===== src/rtl/axi_txn_tracker.sv =====
// axi_txn_tracker
// Tracks outstanding AXI transactions for one direction (AW/B when IsRead=0,
// AR/R when IsRead=1). Each in-flight ID owns a linked list of slots kept in
// local registers. Every slot carries a prescaled timeout counter. A small
// RUN/ERROR FSM flushes all state on a timeout or on an unexpected response,
// and holds that state until software acknowledges it with clear_i.
//
// Ports:
//   clk_i, rst_ni          clock, synchronous active-low reset
//   req_valid_i/ready_o    address handshake tap / tracker can accept
//   req_id_i, req_len_i    address ID and len (beats-1)
//   rsp_valid_i, rsp_id_i  response handshake tap and ID
//   rsp_last_i             R last (read mode only)
//   budget_base_i          base timeout budget in ticks
//   clear_i                software acknowledge, leaves ERROR
//   outstanding_o          occupied slot count
//   latency_valid_o/_o     completion pulse and elapsed ticks
//   timeout_o, unexp_rsp_o sticky error flags
//   err_id_o               ID of the first error
//   reset_req_o            high while in ERROR
//
// Optional build macro TXN_TRACKER_PERF_EN adds lat_max_o (running max
// latency) and done_cnt_o (completion count).
//
// state | meaning
// RUN   | tracking transactions normally
// ERROR | state flushed, waiting for clear_i

module axi_txn_tracker #(
    parameter int NumTxns      = 8,
    parameter int NumIds       = 4,
    parameter int IdWidth      = 4,
    parameter int LenWidth     = 8,
    parameter int CntWidth     = 12,
    parameter int PrescalerDiv = 4,
    parameter int IsRead       = 0
) (
    input  logic                           clk_i,
    input  logic                           rst_ni,
    input  logic                           req_valid_i,
    output logic                           req_ready_o,
    input  logic [IdWidth-1:0]             req_id_i,
    input  logic [LenWidth-1:0]            req_len_i,
    input  logic                           rsp_valid_i,
    input  logic [IdWidth-1:0]             rsp_id_i,
    input  logic                           rsp_last_i,
    input  logic [CntWidth-1:0]            budget_base_i,
    input  logic                           clear_i,
    output logic [$clog2(NumTxns+1)-1:0]   outstanding_o,
    output logic                           latency_valid_o,
    output logic [CntWidth-1:0]            latency_o,
    output logic                           timeout_o,
    output logic                           unexp_rsp_o,
    output logic [IdWidth-1:0]             err_id_o,
    output logic                           reset_req_o
`ifdef TXN_TRACKER_PERF_EN
    ,
    output logic [CntWidth-1:0]            lat_max_o,
    output logic [31:0]                    done_cnt_o
`endif
);

    localparam int  SlotW    = $clog2(NumTxns);
    localparam int  IdeW     = (NumIds > 1) ? $clog2(NumIds) : 1;
    localparam int  PresW    = (PrescalerDiv > 1) ? $clog2(PrescalerDiv) : 1;
    localparam int  LenShift = $clog2(PrescalerDiv);
    localparam int  OutW     = $clog2(NumTxns + 1);
    localparam int  SumW     = CntWidth + 1;
    localparam bit  ReadMode = (IsRead != 0);

    typedef enum logic {ST_RUN, ST_ERROR} state_e;

    state_e                 r_state;
    logic [PresW-1:0]       r_presc;

    logic [NumTxns-1:0]     r_slot_vld;
    logic [IdWidth-1:0]     r_slot_id     [NumTxns];
    logic [CntWidth-1:0]    r_slot_budget [NumTxns];
    logic [CntWidth-1:0]    r_slot_cnt    [NumTxns];
    logic [LenWidth-1:0]    r_slot_beats  [NumTxns];
    logic [SlotW-1:0]       r_slot_next   [NumTxns];

    logic [NumIds-1:0]      r_ide_vld;
    logic [IdWidth-1:0]     r_ide_id   [NumIds];
    logic [SlotW-1:0]       r_ide_head [NumIds];
    logic [SlotW-1:0]       r_ide_tail [NumIds];

    logic                   w_tick;
    logic                   w_run;
    logic [LenWidth-1:0]    w_len_scaled;
    logic [SumW-1:0]        w_budget_sum;
    logic [CntWidth-1:0]    w_budget;

    logic                   w_free_slot_ok;
    logic [SlotW-1:0]       w_free_slot;
    logic                   w_free_ide_ok;
    logic [IdeW-1:0]        w_free_ide;
    logic                   w_req_hit;
    logic [IdeW-1:0]        w_req_ide;
    logic                   w_rsp_hit;
    logic [IdeW-1:0]        w_rsp_ide;
    logic                   w_to_found;
    logic [IdWidth-1:0]     w_to_id;
    logic [OutW-1:0]        w_outstanding;

    logic [SlotW-1:0]       w_tgt_slot;
    logic [LenWidth-1:0]    w_tgt_beats;
    logic [CntWidth-1:0]    w_tgt_cnt;
    logic [CntWidth-1:0]    w_tgt_cnt_nxt;
    logic [CntWidth-1:0]    w_lat;

    logic                   w_enq;
    logic                   w_rsp_act;
    logic                   w_bad_last;
    logic                   w_complete;
    logic                   w_beat;
    logic                   w_unexp;
    logic                   w_err;
    logic                   w_ide_release;

    assign w_run  = (r_state == ST_RUN);
    assign w_tick = (r_presc == PresW'(PrescalerDiv - 1));

    // Budget is widened by one bit so an overflow can saturate instead of wrap.
    assign w_len_scaled = req_len_i >> LenShift;
    assign w_budget_sum = SumW'(budget_base_i) + SumW'(w_len_scaled) + SumW'(2);
    assign w_budget     = w_budget_sum[CntWidth] ? '1 : w_budget_sum[CntWidth-1:0];

    always_comb begin
        w_free_slot_ok = 1'b0;
        w_free_slot    = '0;
        w_to_found     = 1'b0;
        w_to_id        = '0;
        w_outstanding  = '0;
        for (int i = NumTxns - 1; i >= 0; i--) begin
            if (!r_slot_vld[i]) begin
                w_free_slot_ok = 1'b1;
                w_free_slot    = SlotW'(i);
            end
            if (r_slot_vld[i] && (r_slot_cnt[i] == '0)) begin
                w_to_found = 1'b1;
                w_to_id    = r_slot_id[i];
            end
            w_outstanding = w_outstanding + OutW'(r_slot_vld[i]);
        end
    end

    always_comb begin
        w_free_ide_ok = 1'b0;
        w_free_ide    = '0;
        w_req_hit     = 1'b0;
        w_req_ide     = '0;
        w_rsp_hit     = 1'b0;
        w_rsp_ide     = '0;
        for (int i = NumIds - 1; i >= 0; i--) begin
            if (!r_ide_vld[i]) begin
                w_free_ide_ok = 1'b1;
                w_free_ide    = IdeW'(i);
            end
            if (r_ide_vld[i] && (r_ide_id[i] == req_id_i)) begin
                w_req_hit = 1'b1;
                w_req_ide = IdeW'(i);
            end
            if (r_ide_vld[i] && (r_ide_id[i] == rsp_id_i)) begin
                w_rsp_hit = 1'b1;
                w_rsp_ide = IdeW'(i);
            end
        end
    end

    assign w_tgt_slot    = r_ide_head[w_rsp_ide];
    assign w_tgt_beats   = r_slot_beats[w_tgt_slot];
    assign w_tgt_cnt     = r_slot_cnt[w_tgt_slot];
    // Latency includes the tick landing on the completing edge.
    assign w_tgt_cnt_nxt = (w_tick && (w_tgt_cnt != '0)) ? w_tgt_cnt - CntWidth'(1) : w_tgt_cnt;
    assign w_lat         = r_slot_budget[w_tgt_slot] - w_tgt_cnt_nxt;

    assign req_ready_o = w_run && w_free_slot_ok && (w_req_hit || w_free_ide_ok);
    assign w_enq       = req_valid_i && req_ready_o;
    assign w_rsp_act   = w_run && rsp_valid_i;

    // In read mode last must land exactly on the final beat; an extra beat
    // after the count is exhausted is just as wrong as an early last.
    assign w_bad_last    = ReadMode && (rsp_last_i ? (w_tgt_beats != '0) : (w_tgt_beats == '0));
    assign w_complete    = w_rsp_act && w_rsp_hit && (!ReadMode || (rsp_last_i && (w_tgt_beats == '0)));
    assign w_beat        = ReadMode && w_rsp_act && w_rsp_hit && !rsp_last_i && (w_tgt_beats != '0);
    assign w_unexp       = w_rsp_act && (!w_rsp_hit || w_bad_last);
    assign w_err         = w_run && (w_to_found || w_unexp);
    assign w_ide_release = w_complete && (r_ide_head[w_rsp_ide] == r_ide_tail[w_rsp_ide]);

    assign outstanding_o = w_outstanding;

    always_ff @(posedge clk_i) begin
        if (!rst_ni) begin
            r_state         <= ST_RUN;
            r_presc         <= '0;
            r_slot_vld      <= '0;
            r_ide_vld       <= '0;
            latency_valid_o <= 1'b0;
            latency_o       <= '0;
            timeout_o       <= 1'b0;
            unexp_rsp_o     <= 1'b0;
            err_id_o        <= '0;
            reset_req_o     <= 1'b0;
            for (int i = 0; i < NumTxns; i++) begin
                r_slot_id[i]     <= '0;
                r_slot_budget[i] <= '0;
                r_slot_cnt[i]    <= '0;
                r_slot_beats[i]  <= '0;
                r_slot_next[i]   <= '0;
            end
            for (int i = 0; i < NumIds; i++) begin
                r_ide_id[i]   <= '0;
                r_ide_head[i] <= '0;
                r_ide_tail[i] <= '0;
            end
`ifdef TXN_TRACKER_PERF_EN
            lat_max_o  <= '0;
            done_cnt_o <= '0;
`endif
        end else begin
            latency_valid_o <= 1'b0;
            r_presc         <= w_tick ? '0 : r_presc + PresW'(1);
            case (r_state)
                ST_RUN: begin
                    if (w_err) begin
                        r_state     <= ST_ERROR;
                        r_slot_vld  <= '0;
                        r_ide_vld   <= '0;
                        reset_req_o <= 1'b1;
                        if (w_unexp) unexp_rsp_o <= 1'b1;
                        if (w_to_found) begin
                            timeout_o <= 1'b1;
                            err_id_o  <= w_to_id;
                        end else begin
                            err_id_o  <= rsp_id_i;
                        end
                    end else begin
                        for (int i = 0; i < NumTxns; i++) begin
                            if (r_slot_vld[i] && w_tick && (r_slot_cnt[i] != '0))
                                r_slot_cnt[i] <= r_slot_cnt[i] - CntWidth'(1);
                        end
                        if (w_beat)
                            r_slot_beats[w_tgt_slot] <= w_tgt_beats - LenWidth'(1);
                        if (w_complete) begin
                            r_slot_vld[w_tgt_slot] <= 1'b0;
                            latency_valid_o        <= 1'b1;
                            latency_o              <= w_lat;
`ifdef TXN_TRACKER_PERF_EN
                            if (w_lat > lat_max_o) lat_max_o <= w_lat;
                            done_cnt_o <= done_cnt_o + 32'd1;
`endif
                            if (w_ide_release)
                                r_ide_vld[w_rsp_ide] <= 1'b0;
                            else
                                r_ide_head[w_rsp_ide] <= r_slot_next[w_tgt_slot];
                        end
                        if (w_enq) begin
                            r_slot_vld[w_free_slot]    <= 1'b1;
                            r_slot_id[w_free_slot]     <= req_id_i;
                            r_slot_budget[w_free_slot] <= w_budget;
                            r_slot_cnt[w_free_slot]    <= w_budget;
                            r_slot_beats[w_free_slot]  <= req_len_i;
                            if (w_req_hit) begin
                                if (w_ide_release && (w_rsp_ide == w_req_ide)) begin
                                    // The ID's only slot retires this cycle; the
                                    // entry survives and restarts on the new slot.
                                    r_ide_vld[w_req_ide]  <= 1'b1;
                                    r_ide_head[w_req_ide] <= w_free_slot;
                                end else begin
                                    r_slot_next[r_ide_tail[w_req_ide]] <= w_free_slot;
                                end
                                r_ide_tail[w_req_ide] <= w_free_slot;
                            end else begin
                                r_ide_vld[w_free_ide]  <= 1'b1;
                                r_ide_id[w_free_ide]   <= req_id_i;
                                r_ide_head[w_free_ide] <= w_free_slot;
                                r_ide_tail[w_free_ide] <= w_free_slot;
                            end
                        end
                    end
                end
                ST_ERROR: begin
                    if (clear_i) begin
                        r_state     <= ST_RUN;
                        r_presc     <= '0;
                        timeout_o   <= 1'b0;
                        unexp_rsp_o <= 1'b0;
                        err_id_o    <= '0;
                        reset_req_o <= 1'b0;
`ifdef TXN_TRACKER_PERF_EN
                        lat_max_o   <= '0;
                        done_cnt_o  <= '0;
`endif
                    end
                end
                default: r_state <= ST_RUN;
            endcase
        end
    end

endmodule


===== config.mk =====
export PLATFORM = sky130hd
export DESIGN_NAME = axi_txn_tracker
export DESIGN_NICKNAME = d
export VERILOG_FILES = /design/src/rtl/axi_txn_tracker.sv
export SDC_FILE = /design/constraint.sdc
export NUM_CORES = 1
export LEC_CHECK = 0
export BUFFER_PORTS_ARGS = -buffer_cell sky130_fd_sc_hd__buf_4
export CELL_PAD_IN_SITES_DETAIL_PLACEMENT = 0
export CELL_PAD_IN_SITES_GLOBAL_PLACEMENT = 2
export CORE_MARGIN = 1
export CORE_UTILIZATION = 30
export CTS_CLUSTER_SIZE = 40
export DETAILED_ROUTE_END_ITERATION = 10
export PLACE_DENSITY_LB_ADDON = 0.08
export SYNTH_ARGS = -nofsm -noshare
export SYNTH_HDL_FRONTEND = slang
export SYNTH_SLANG_ARGS = --single-unit

===== constraint.sdc =====
create_clock -name clk_i -period 6.1 [get_ports clk_i]
set_input_delay 1.22 -clock clk_i [delete_from_list [all_inputs] [get_ports clk_i]]
set_output_delay 1.22 -clock clk_i [all_outputs]
set_load 0.1 [all_outputs]

==> summary.txt <==
Floorplan
  – Die H: 251 um
  – Core box area: 0.0607 mm2
  – Die X: 251 um
  – Initial Utilization: 0.306
  – Die ar.: 0.0628 mm2
  – Std cell rows: 90
  – Io pins: 59

Route
  – DR iter-0 viols: 956
  – Vias/cell: 5.28
  – ANT nets after route: 0
  – DR WL/cell: 22.9 um
  – Total detailed-routing wirelength: 66.3 mm
  – Detailed Routing Iterations Pass 1: 5
  – Via count: 15300
  – Remaining DRCs: 0

Global route
  – First-pass GRT wire length: 98.8 mm
  – Largest net degree at the start of global routing: 47
  – Initial antenna violation count: 1
  – GRT Overall Usage: 0.209
  – Vias in the first global route: 15500
  – Grt total ovfl: 0

Layout
  – Number of diodes: 0
  – Final #Nets: 2153
  – Post-route cell area: 0.0227 mm2
  – Layout cells sized above 1: 0.191
  – # fillers: 6171
  – P&R area growth vs syn: 22.6%

Worst hold path
  – Worst Hold Launch: r_presc[0]$_SDFF_PN0_
  – Worst Hold Class: reg -> reg
  – Min-Delay Path Depth: 1
  – Hold worst-path end: r_presc[0]$_SDFF_PN0_

Place
  – DP Area: 0.0208 mm2
  – DP Wirelength: 46.6 mm
  – GP Congestion: 0.827
  – Port Buffers: 55

Timing
  – Endpoints failing hold: 0
  – Worst slew margin: 0.367
  – Max Slew Vio Count: 0
  – Max Freq: 0.166 GHz
  – # setup viols final: 0
  – RSZ-0062 raised after global routing: yes
  – Final period utilization: 0.991
  – Final Skew: 0.0120 ns
  – Tmin final: 6.04 ns
  – Worst Tran Pin Value: 0.930 ns
  – Setup TNS Final: 0 ns

Worst setup path
  – Worst r2r path cells: 27
  – CP Launch Type: input pin
  – CP Data Required Time: 6.61 ns
  – Crit. End Element: flop
  – Worst r2r src: r_ide_id[2][3]$_SDFFCE_PN0P_
  – Reg2Reg Setup Slack: 0.38 ns
  – R2R Path End: latency_o[11]$_SDFFE_PN0P_
  – Worst Path Arrival: 6.56 ns
  – CP Class: in -> reg
  – CP Max Fanout: 16

Synthesis
  – Synth top area cells: edfxtp_1 47%, nand2_1 5.5%, nor2_1 5.5%
  – Top cell type's share of synthesized area: 0.466
  – Mapped Nets: 1987
  – Syn_area_per_cell: 9.72 um2
  – Seq/Total Area, Yosys: 0.504
  – Fraction of registers with async set/reset: 0
  – Mapped Area: 0.0185 mm2
  – Netlist cell types: 93
  – Cell count after synthesis: 1909
  – Number of synthesized flops with an enable pin: 288
  – Top FF cell, synth: edfxtp_1
  – Ys Warns: 0
  – Yosys reg bits: 323
  – Post-synth top area cell: edfxtp_1

Pwr
  – Peak supply drop: 0.195 mV
  – Pwr/cell area: 280 mW/mm2
  – Lkg Pwr: 8.57 nW

Clocking
  – CTS Root Cell: clkbuf_16
  – Clk sinks: 323
  – CTS tree: done
  – Htree depth: 2
  – Clock Path Buffers: 3
  – Cts hold-fix bufs: 0
  – CTS buffer count: 43
  – Clock latency on the worst-skew pair: 0.57 ns
  – Clock transition at path regs: 0.06 ns

Job
  – Max-Cap Viols: 0

Status
  – Outcome: finished clean
## registers in the layout, summed over array words and instances, names as in the netlist
| name | flops |
|---|---|
| r_ide_id | 16 |
| unexp_rsp_o | 1 |
| r_presc | 2 |
| r_slot_next | 24 |
| timeout_o | 1 |
| reset_req_o | 1 |
| latency_valid_o | 1 |
| r_slot_vld | 8 |
| err_id_o | 4 |
| r_ide_vld | 4 |
| r_ide_head | 12 |
| r_slot_budget | 96 |
| r_state | 1 |
| r_slot_id | 32 |
| latency_o | 12 |
| r_ide_tail | 12 |
| r_slot_cnt | 96 |
## report_power, final
part / leakage [nW] / internal [mW] / switching [mW]
Clock: 0.731 / 1.67 / 1.05
Sequential: 3.23 / 2.51 / 0.0830
Combinational: 4.61 / 0.409 / 0.646
Total: 8.57 / 4.59 / 1.78
## synthesized netlist by cell type, types with 6 or more instances
cell type,number
nor2_1,270
o211ai_1,11
and2_1,6
a221oi_1,7
xnor2_1,77
buf_1,7
dfxtp_1,35
a22o_1,6
or2_2,10
o22ai_1,100
inv_1,60
a21o_1,11
fa_1,6
a22oi_1,10
nand2b_1,13
nand3b_1,6
nand3_1,69
o21ai_1,6
nor3_1,43
a31oi_1,12
o21ai_0,61
nand2_1,274
o311ai_0,7
nand4_1,7
edfxtp_1,288
a211oi_1,22
or3_1,14
o2bb2ai_1,8
ha_1,38
xor2_1,58
a21oi_1,72
clkbuf_1,76
mux2i_1,24
nor2b_1,13
and3_1,19
buf_2,25
nor4_1,13
## cell usage in the layout, fill, tap and decap left out, types with 43 or more instances in the layout
master,n
edfxtp_1,288
nand2_1,271
nor2_1,270
buf_4,227
o22ai_1,96
xnor2_1,73
nand3_1,67
a21oi_1,64
inv_1,60
xor2_1,58
o21ai_0,57
clkbuf_16,47
nor3_1,43
## layer usage
metal	up-vias	routed length (um)	global-route usage
li1	7232	-	-
met1	7645	29800	0.275
met2	305	32700	0.357
met3	84	2420	0.0284
met4	0	1460	0.0605
met5	-	0	0
## worst max path at each step
stage                 from                          to  slack, ns  depth (start not counted)
3_3_place_gp   rsp_id_i[3]  latency_o[11]$_SDFFE_PN0P_      -0.63                         27
3_5_place_dp   rsp_id_i[0]  latency_o[11]$_SDFFE_PN0P_      -0.70                         28
4_1_cts        rsp_id_i[3]  latency_o[11]$_SDFFE_PN0P_      0.003                         27
5_1_grt        rsp_id_i[3]  latency_o[11]$_SDFFE_PN0P_      -0.13                         28
6_report       rsp_id_i[3]  latency_o[11]$_SDFFE_PN0P_       0.06                         28
2_1_floorplan  rsp_id_i[0]  latency_o[11]$_SDFFE_PN0P_      -0.22                         28
## layout make-up
type / instances / area [um2] / share of cell area
timing repair buffer: 240 / 1950 / 0.0856
clock inverter: 19 / 270 / 0.0119
sequential: 323 / 9350 / 0.411
clock buffer: 61 / 1240 / 0.0543
tap: 782 / 978 / 0.0430
inverter: 66 / 248 / 0.0109
multi-input combinational: 1401 / 8720 / 0.383
## stage by stage
step                       util  instances  total power [mW]  setup slack (ns)  hold WS [ns]
final                     0.375       2892              6.37            0.0577         0.426
after floorplan               -       1909              3.19            -0.218         0.403
after CTS                 0.369       2879              6.39           0.00323         0.429
after global routing      0.375       2892              6.62            -0.132         0.453
after detailed placement  0.343       2798              3.66            -0.699         0.420
after global placement    0.343       2798              3.65            -0.633         0.412
## logic make-up (layout without fill, tap and decap cells)
logic type,Yosys count,in the layout,synth area share
adders and majority gates,44,44,0.0321
muxes,39,39,0.0247
xor gates and xnor gates,136,136,0.0646
DFF,323,323,0.504
AOI/OAI and AO/OA,386,387,0.137
buffers and inverters,186,386,0.0445
and+or+nand+nor,795,795,0.193
## critical path, cell delays in order
cell and delay [ns]:
buf_4 0.15, xnor2_2 0.14, and3_4 0.20, a311oi_4 0.35, mux2_4 0.37, o21ai_4 0.17, buf_4 0.14, buf_12 0.14
nand2_1 0.10, a22oi_2 0.19, buf_4 0.15, a21o_1 0.15, and4b_2 0.27, a21o_1 0.20, o22a_1 0.18, ha_1 0.28
nor2b_1 0.13, o21ai_1 0.12, nand2b_1 0.09, a21o_1 0.17, a21oi_2 0.17, o21ai_2 0.09, a41o_1 0.21, o41ai_2 0.25
xnor2_1 0.14, or3b_1 0.36, mux2_4 0.27, a21oi_2 0.12
## timing repair
action	in CTS	in global routing
cloned	1	2
hold endpoints to repair	0	0
endpoints found under the setup margin	1	3
pin swaps	0	16
resized for setup	8	48
buffers inserted	0	11
No activity file was read; power rests on OpenSTA's default activity.
